===== src/rtl/pcie_rx_mwr_axi_master.sv =====
// pcie_rx_mwr_axi_master
//   Takes one decoded PCIe Memory-Write TLP at a time and replays it as a single
//   AXI3 INCR write burst on a 128-bit master port. TLPs that are not 3DW MWr,
//   have a length outside 1..MAX_DW, are not 16-byte aligned or would cross a
//   4 KB page are consumed and counted as drops.
// Ports
//   clk, rst                  clock, synchronous active-high reset
//   tlp_valid_i/tlp_ready_o   TLP handshake (ready only while idle)
//   header_*_i, addr_i,       decoded TLP header, byte address and payload
//   data_i                    (DW0 at [31:0])
//   aw*_o / awready_i         AXI write address channel
//   w*_o / wready_i           AXI write data channel
//   bvalid_i, bid_i, bresp_i, AXI write response channel
//   bready_o
//   wr_cnt_o, drop_cnt_o,     saturating counts of good writes, dropped TLPs
//   err_cnt_o                 and bad write responses
module pcie_rx_mwr_axi_master #(
    parameter int AXI_ID_WIDTH = 4,
    parameter int MAX_DW       = 32
) (
    input  logic                    clk,
    input  logic                    rst,
    input  logic                    tlp_valid_i,
    output logic                    tlp_ready_o,
    input  logic [2:0]              header_fmt_i,
    input  logic [4:0]              header_type_i,
    input  logic [2:0]              header_tc_i,
    input  logic [8:0]              header_length_i,
    input  logic [15:0]             header_requestID_i,
    input  logic [31:0]             addr_i,
    input  logic [MAX_DW*32-1:0]    data_i,
    output logic                    awvalid_o,
    input  logic                    awready_i,
    output logic [AXI_ID_WIDTH-1:0] awid_o,
    output logic [31:0]             awaddr_o,
    output logic [3:0]              awlen_o,
    output logic [2:0]              awsize_o,
    output logic [1:0]              awburst_o,
    output logic                    wvalid_o,
    input  logic                    wready_i,
    output logic [AXI_ID_WIDTH-1:0] wid_o,
    output logic [127:0]            wdata_o,
    output logic [15:0]             wstrb_o,
    output logic                    wlast_o,
    input  logic                    bvalid_i,
    output logic                    bready_o,
    input  logic [AXI_ID_WIDTH-1:0] bid_i,
    input  logic [1:0]              bresp_i,
    output logic [15:0]             wr_cnt_o,
    output logic [15:0]             drop_cnt_o,
    output logic [15:0]             err_cnt_o
);

    localparam int         DATA_BITS = MAX_DW * 32;
    localparam logic [8:0] MAX_LEN   = 9'(MAX_DW);

    typedef enum logic [1:0] {IDLE, BURST, RESP} state_t;

    state_t                  state_q, state_d;
    logic [AXI_ID_WIDTH-1:0] tag_q, tag_d;
    logic                    awvalid_q, awvalid_d;
    logic                    wvalid_q, wvalid_d;
    logic                    bready_q, bready_d;
    logic                    aw_done_q, aw_done_d;
    logic                    w_done_q, w_done_d;
    logic [3:0]              beat_q, beat_d;
    logic [3:0]              awlen_q, awlen_d;
    logic [1:0]              len_lo_q, len_lo_d;
    logic [31:0]             addr_q, addr_d;
    logic [DATA_BITS-1:0]    data_q, data_d;
    logic [15:0]             wr_cnt_q, wr_cnt_d;
    logic [15:0]             drop_cnt_q, drop_cnt_d;
    logic [15:0]             err_cnt_q, err_cnt_d;

    logic [13:0] end_addr;
    logic [9:0]  len_p3;
    logic        legal;
    logic        aw_hs;
    logic        w_hs;
    logic        unused_sig;

    function automatic logic [15:0] sat_inc(input logic [15:0] v);
        return (v == 16'hFFFF) ? v : v + 16'd1;
    endfunction

    // Partial final beat: only the low length[1:0] DWs carry payload.
    function automatic logic [15:0] last_strb(input logic [1:0] len_lo);
        case (len_lo)
            2'd1:    return 16'h000F;
            2'd2:    return 16'h00FF;
            2'd3:    return 16'h0FFF;
            default: return 16'hFFFF;
        endcase
    endfunction

    // 14 bits hold page offset + payload bytes without overflow.
    assign end_addr = {2'b00, addr_i[11:0]} + {3'b000, header_length_i, 2'b00};
    assign len_p3   = {1'b0, header_length_i} + 10'd3;
    assign legal    = (header_fmt_i == 3'b010) && (header_type_i == 5'b00000) &&
                      (header_length_i != 9'd0) && (header_length_i <= MAX_LEN) &&
                      (addr_i[3:0] == 4'h0) && (end_addr <= 14'd4096);

    assign aw_hs = awvalid_q & awready_i;
    assign w_hs  = wvalid_q & wready_i;

    assign unused_sig = ^{header_tc_i, header_requestID_i, len_p3[9:6], len_p3[1:0]};

    always_comb begin
        state_d    = state_q;
        tag_d      = tag_q;
        awvalid_d  = awvalid_q;
        wvalid_d   = wvalid_q;
        bready_d   = bready_q;
        aw_done_d  = aw_done_q;
        w_done_d   = w_done_q;
        beat_d     = beat_q;
        awlen_d    = awlen_q;
        len_lo_d   = len_lo_q;
        addr_d     = addr_q;
        data_d     = data_q;
        wr_cnt_d   = wr_cnt_q;
        drop_cnt_d = drop_cnt_q;
        err_cnt_d  = err_cnt_q;
        case (state_q)
            IDLE: begin
                if (tlp_valid_i) begin
                    if (legal) begin
                        addr_d    = addr_i;
                        data_d    = data_i;
                        awlen_d   = len_p3[5:2] - 4'd1;
                        len_lo_d  = header_length_i[1:0];
                        beat_d    = 4'd0;
                        aw_done_d = 1'b0;
                        w_done_d  = 1'b0;
                        awvalid_d = 1'b1;
                        wvalid_d  = 1'b1;
                        state_d   = BURST;
                    end else begin
                        drop_cnt_d = sat_inc(drop_cnt_q);
                    end
                end
            end
            BURST: begin
                if (aw_hs) begin
                    awvalid_d = 1'b0;
                    aw_done_d = 1'b1;
                end
                if (w_hs) begin
                    if (wlast_o) begin
                        wvalid_d = 1'b0;
                        w_done_d = 1'b1;
                    end else begin
                        // Shift the payload so the next beat is always in the low 128 bits.
                        beat_d = beat_q + 4'd1;
                        data_d = data_q >> 128;
                    end
                end
                if ((aw_done_q || aw_hs) && (w_done_q || (w_hs && wlast_o))) begin
                    bready_d = 1'b1;
                    state_d  = RESP;
                end
            end
            RESP: begin
                if (bvalid_i && bready_q) begin
                    if (bid_i == tag_q && bresp_i == 2'b00) begin
                        wr_cnt_d = sat_inc(wr_cnt_q);
                    end else begin
                        err_cnt_d = sat_inc(err_cnt_q);
                    end
                    tag_d    = tag_q + AXI_ID_WIDTH'(1);
                    bready_d = 1'b0;
                    state_d  = IDLE;
                end
            end
            default: state_d = IDLE;
        endcase
    end

    always_ff @(posedge clk) begin
        addr_q   <= addr_d;
        data_q   <= data_d;
        awlen_q  <= awlen_d;
        len_lo_q <= len_lo_d;
        beat_q   <= beat_d;
        if (rst) begin
            state_q    <= IDLE;
            tag_q      <= '0;
            awvalid_q  <= 1'b0;
            wvalid_q   <= 1'b0;
            bready_q   <= 1'b0;
            aw_done_q  <= 1'b0;
            w_done_q   <= 1'b0;
            wr_cnt_q   <= 16'd0;
            drop_cnt_q <= 16'd0;
            err_cnt_q  <= 16'd0;
        end else begin
            state_q    <= state_d;
            tag_q      <= tag_d;
            awvalid_q  <= awvalid_d;
            wvalid_q   <= wvalid_d;
            bready_q   <= bready_d;
            aw_done_q  <= aw_done_d;
            w_done_q   <= w_done_d;
            wr_cnt_q   <= wr_cnt_d;
            drop_cnt_q <= drop_cnt_d;
            err_cnt_q  <= err_cnt_d;
        end
    end

    assign tlp_ready_o = (state_q == IDLE) && !rst;
    assign awvalid_o   = awvalid_q;
    assign awid_o      = tag_q;
    assign awaddr_o    = addr_q;
    assign awlen_o     = awlen_q;
    assign awsize_o    = 3'b100;
    assign awburst_o   = 2'b01;
    assign wvalid_o    = wvalid_q;
    assign wid_o       = tag_q;
    assign wdata_o     = data_q[127:0];
    assign wlast_o     = (beat_q == awlen_q);
    assign wstrb_o     = wlast_o ? last_strb(len_lo_q) : 16'hFFFF;
    assign bready_o    = bready_q;
    assign wr_cnt_o    = wr_cnt_q;
    assign drop_cnt_o  = drop_cnt_q;
    assign err_cnt_o   = err_cnt_q;

endmodule


===== config.mk =====
export PLATFORM = sky130hd
export DESIGN_NAME = pcie_rx_mwr_axi_master
export DESIGN_NICKNAME = d
export VERILOG_FILES = /design/src/rtl/pcie_rx_mwr_axi_master.sv
export SDC_FILE = /design/constraint.sdc
export NUM_CORES = 2
export LEC_CHECK = 0
export CAP_MARGIN = 40
export CORE_AREA = 4 4 525 527
export DETAILED_ROUTE_END_ITERATION = 7
export DIE_AREA = 0 0 529 531
export MAX_ROUTING_LAYER = met4
export SLEW_MARGIN = 20
export SYNTH_ARGS = -nofsm -noshare
export SYNTH_HDL_FRONTEND = slang
export SYNTH_SLANG_ARGS = --single-unit
export TNS_END_PERCENT = 10

===== constraint.sdc =====
create_clock -name clk -period 137.4 [get_ports clk]
set_input_delay 27.48 -clock clk [delete_from_list [all_inputs] [get_ports clk]]
set_output_delay 27.48 -clock clk [all_outputs]
set_load 0.1 [all_outputs]

# == Word level (Yosys, flattened, before mapping) ==
# Cells that the tools add are included.
# totals
reg_bits,1125
in_bits,1104
# op_classes
add_sub_neg,8
n_reduce_logical,30
order_cmp,2
n_eq_ne,19
mux,34
n_bitwise,7
# ops
op,count
$mux 1024,4
$pmux 1024 s2,1
$add 16x1->16 const B,3
$eq 16x16->1 const B,3
$pmux 16 s3,1
$reduce_and 4->1,5
$mux 16,1
$mux 4,4
$ne 2x2->1 const B,8
$add 12x11->13,1
$le 13x13->1 const B,1
$mux 1,12
$logic_and 1x1->1,10
$pmux 1 s2,5
$reduce_and 5->1,2
$le 9x6->1 const B,1
$reduce_bool 9->1,1
$add 4x1->4 const B,2
$eq 4x4->1,2
$mux 2,4
$pmux 4 s2,1
$add 6x2->6 const B,1
$eq 2x2->1 const B,3
$pmux 2 s3,1
other kinds (13),23

# == Longest topological paths before layout ==
# logic_depth
word_depth,9
depth_mapped,11

# == Worst setup path after synthesis ==
# No wires, ideal clock.
# synth_path
path_type,input -> register
start,input port wready_i
end,"register beat_q[0], enable pin"
required_time_ns,133.543
slack_ns,34.533
n_path_buf,0
arrival_ns,99.010
cell_stages,2
path_cell_list,nand3_1 -> o21ai_0
# synth_between
elab_chain_cells,3
# synth_lines
element,line_no,text
"start, declared",40,"input logic wready_i,"
$and 1x1->1,104,assign w_hs = wvalid_q & wready_i;
$ne 2x2->1 (no line),n/a,
$reduce_and 5->1 (no line),n/a,
"end signal, assigned",184,beat_q <= beat_d;
"end, declared",66,"logic [3:0] beat_q, beat_d;"
# No other way between the ends.
# A chain may end at the register's enable or synchronous reset.

# == Final worst setup path ==
# layout_path
start,input port rst
end,output port tlp_ready_o
# layout_between
elab_chain_cells,2
# layout_lines
element,line_no,text
"start, declared",22,"input logic rst,"
$logic_not 1->1,210,assign tlp_ready_o = (state_q == IDLE) && !rst;
$logic_and 1x1->1,210,
"end, declared",24,"output logic tlp_ready_o,"
# No other way between the ends.

==> flow_summary.yaml <==
synthesis:
  synth_simple_gate_area_share_pct: 24.6
  instance_count_of_the_mapped_netlist: 4684
  yosys.area.top_type_share_pct: 66.1
  ys_top_cells_by_count: "2720 x nand2_1, 1066 x edfxtp_1, 224 x clkbuf_1, 151 x buf_4, 134 x and2_1"
  async_reset_ff_share_pct: 0
  synth.cell_area_um2: 48400
  yosys-top-cells-area: "edfxtp_1 66%, nand2_1 21%, dfxtp_1 2.4%, buf_4 2.3%, clkbuf_1 1.7%"
  dominant_combinational_cell_family_by_area_after_synthesis: "simple AND/OR/NAND/NOR gates"
  synth_area_per_cell_um2: 10.3
  synth_fa_ha_area_share_pct: 0.481
  synth_area_leader_cell: "edfxtp_1"
  synthesized_area_fraction_occupied_by_ao_oa_aoi_and_oai_cells_pct: 1.07
  yosys.area_share.xor_xnor_pct: 0.723
  yosys.cell_types.count: 57
  synth_enable_flop_cells: 1066
  synth.most_common_cell: "nand2_1"
  post_synthesis_mux_area_share_pct: 0.176
  synth-seq-area-share_pct: 68.5
  synth-seq-cells: 1125
  synthesis.yosys.warnings: 0
  postSynth.topFlopCell: "edfxtp_1"
global_route:
  met2_grt_util_pct: 21.8
  grt_antenna_before_repair: 102
  first_global_vias: 37500
  met3_usage_pct: 4.36
  grt.overflow.total: 0
  grt_start_max_net_pins: 191
  gr-usage-all-layers_pct: 14.9
  globalRoute.busiestLayer: "met2"
  first_pass_grt_wire_length_um: 287000
  grtUsageMet1_pct: 19.7
run:
  max_cap_violations: 0
worst_setup_path:
  timing.critical_path.required_ps: 109920
  reg2reg_from: "state_q[0]"
  critical_path.endpoint_type: "output pin"
  critical_path_cell_by_cell: "buf_2 -> buf_4 -> nor3_1 -> clkdlybuf4s50_1 -> buf_16"
  crit_fanout: 63
  path_buf_inv: 4
  worst_ep_arrival_time_ps: 29260
  cp_slowest_cell: "clkdlybuf4s50_1"
  cp_top_family: "buffers and inverters"
  max_stage_delay_ps: 660
  setup_cp_type: "input port to output pin"
  critPathLaunchType: "input port"
  critical_path_depth_in_cells: 5
  r2r_slack_ps: 131140
  ff2ff_path_depth: 13
  crit_path_start: "rst"
timing:
  rsz_0062_raised_after_global_routing: "no"
  fin_crit_sh_pct: 41.3
  clock.fmax_mhz: 17.6
  clock-skew-final_ps: 37.4
  slew_headroom_pct: 27.2
  worst_hold_slack_ps: 480
  shortest_period_the_worst_path_allows_ps: 56740
  setup_violations: 0
  drv_slew: 0
  tightestPinTransition_ps: 1090
  totalNegativeSetupSlack_ps: 0
  finalHoldViolCount: 0
floorplanning:
  initial_utilization_pct: 17.9
  std_cell_rows: 191
  dieWidth_um: 529
  coreArea_um2: 271000
  num_io_pins: 1350
  fp.dieH_um: 531
  die_area_um2: 281000
cts:
  ctsResizeCount: 0
  cts.sink_count: 1125
  htree_num_levels: 4
  cts.clk_slew.worst_paths_ps: 50
  clkLatencyLatePin_ps: 810
  ctsLongestPathBuffers: 4
  ctsHoldBuffers: 0
  cts_made_buffers: 143
  cts_setup_buffers: 0
  cts-root-buf: "clkbuf_16"
  tritoncts: "yes"
placed_design:
  placed_cells_incl_taps: 9453
  detailed_place.area_um2: 68900
  hpwlAfterDp_um: 168000
  finalWeightedCongestion: 0.920
  io_buffers: 1321
min_path:
  hold_path_startpoint: "w_done_q"
  hp-class: "register to register"
  worstHoldPathCells: 2
power:
  power.leakage_uw: 0.0283
  irDropWorstVdd_mv: 0.0100
  pwr_density_cell_nw_per_um2: 11.0
cells_and_area:
  layout-area-overhead-vs-synth_pct: 52.6
  multi_input_comb_area_um2: 13200
  fillers: 28000
  num-nets-final: 7157
  finalNonFillerCells: 9772
  ff_latch_area_um2: 33200
  final_cell_area_um2: 73900
  final_layout_size_suffix_gt1_share_pct: 8.63
routing:
  detailroute.via_count: 37900
  route.antenna.remaining_nets: 0
  vias_per_cell: 3.88
  drt_wl_total_um: 214000
  detailedRoute.firstPassIterationCount: 5
  drc: 0
  post_drt_wl_per_cell_um: 21.9
  drt_iter0_markers: 3033
status:
  run_status: "finished clean"
layer usage:
metal / share of wire [%] / routed length [µm] / up-vias
met3: 9.0 / 19300 / 308
met5: 0 / 0 / -
met4: 3.1 / 6590 / 0
li1: - / - / 18000
met2: 43 / 93100 / 1518
met1: 44 / 95200 / 18100
through the flow:
stage	setup slack (ps)	total power (µW)	utilization (%)
6_report	80660	810	27.3
5_1_grt	80620	843	27.3
4_1_cts	80670	826	27.2
3_5_place_dp	80670	436	25.5
3_3_place_gp	80290	436	23.8
2_1_floorplan	34530	397	-
worst register-to-register path: cells and delay by family, from the launching register on:
kind / cells / cell delay (ps)
buffers and inverters: 10 / 4930
DFF: 1 / 460
and+or+nand+nor: 2 / 280
AOI/OAI and AO/OA: 1 / 190
registers in the layout, indices dropped and copies added, names as in the netlist:
signal and flops:
data_q 1024, awaddr_o 32, drop_cnt_o 16, err_cnt_o 16
wr_cnt_o 16, awid_o 4, awlen_o 4, beat_q 4
len_lo_q 2, state_q 2, aw_done_q 1, awvalid_o 1
bready_o 1, w_done_q 1, wvalid_o 1
layout make-up:
cell class                      instances  area share (%)
Clock inverter                         89            1.28
Clock buffer                          162            5.00
Tap cell                             3570            6.05
Timing Repair Buffer                 1580            24.6
Multi-Input combinational cell       3164            17.8
Sequential cell                      1125            44.9
Inverter                               21           0.107
Antenna cell                           61           0.207
final timing paths:
path / end
max: tlp_ready_o
min: w_done_q
max reg2reg: data_q[160]
min reg2reg: w_done_q
cells by family after synthesis:
logic type,count (synthesis)
AOI/OAI and AO/OA,81
xor gates and xnor gates,40
adders and majority gates,18
buffers and inverters,402
DFF,1125
muxes,7
other,2
and+or+nand+nor,3009
cells in the final DEF, fill, tap and decap left out, drive strengths merged, types with 18 or more instances in the layout:
master         count
clkdlybuf4s50   1281
xor2              23
clkbuf           162
nand3             24
clkinv            59
a21oi             33
o21ai             18
inv               28
dfxtp             59
and2             134
nand2           2720
edfxtp          1066
buf              298
nor2              43
diode             61
report_power, final:
group          switching, µW  internal (µW)
Clock                    158            223
Sequential            0.0607            375
Combinational           20.2           34.0
No activity file was read; power rests on OpenSTA's default activity.
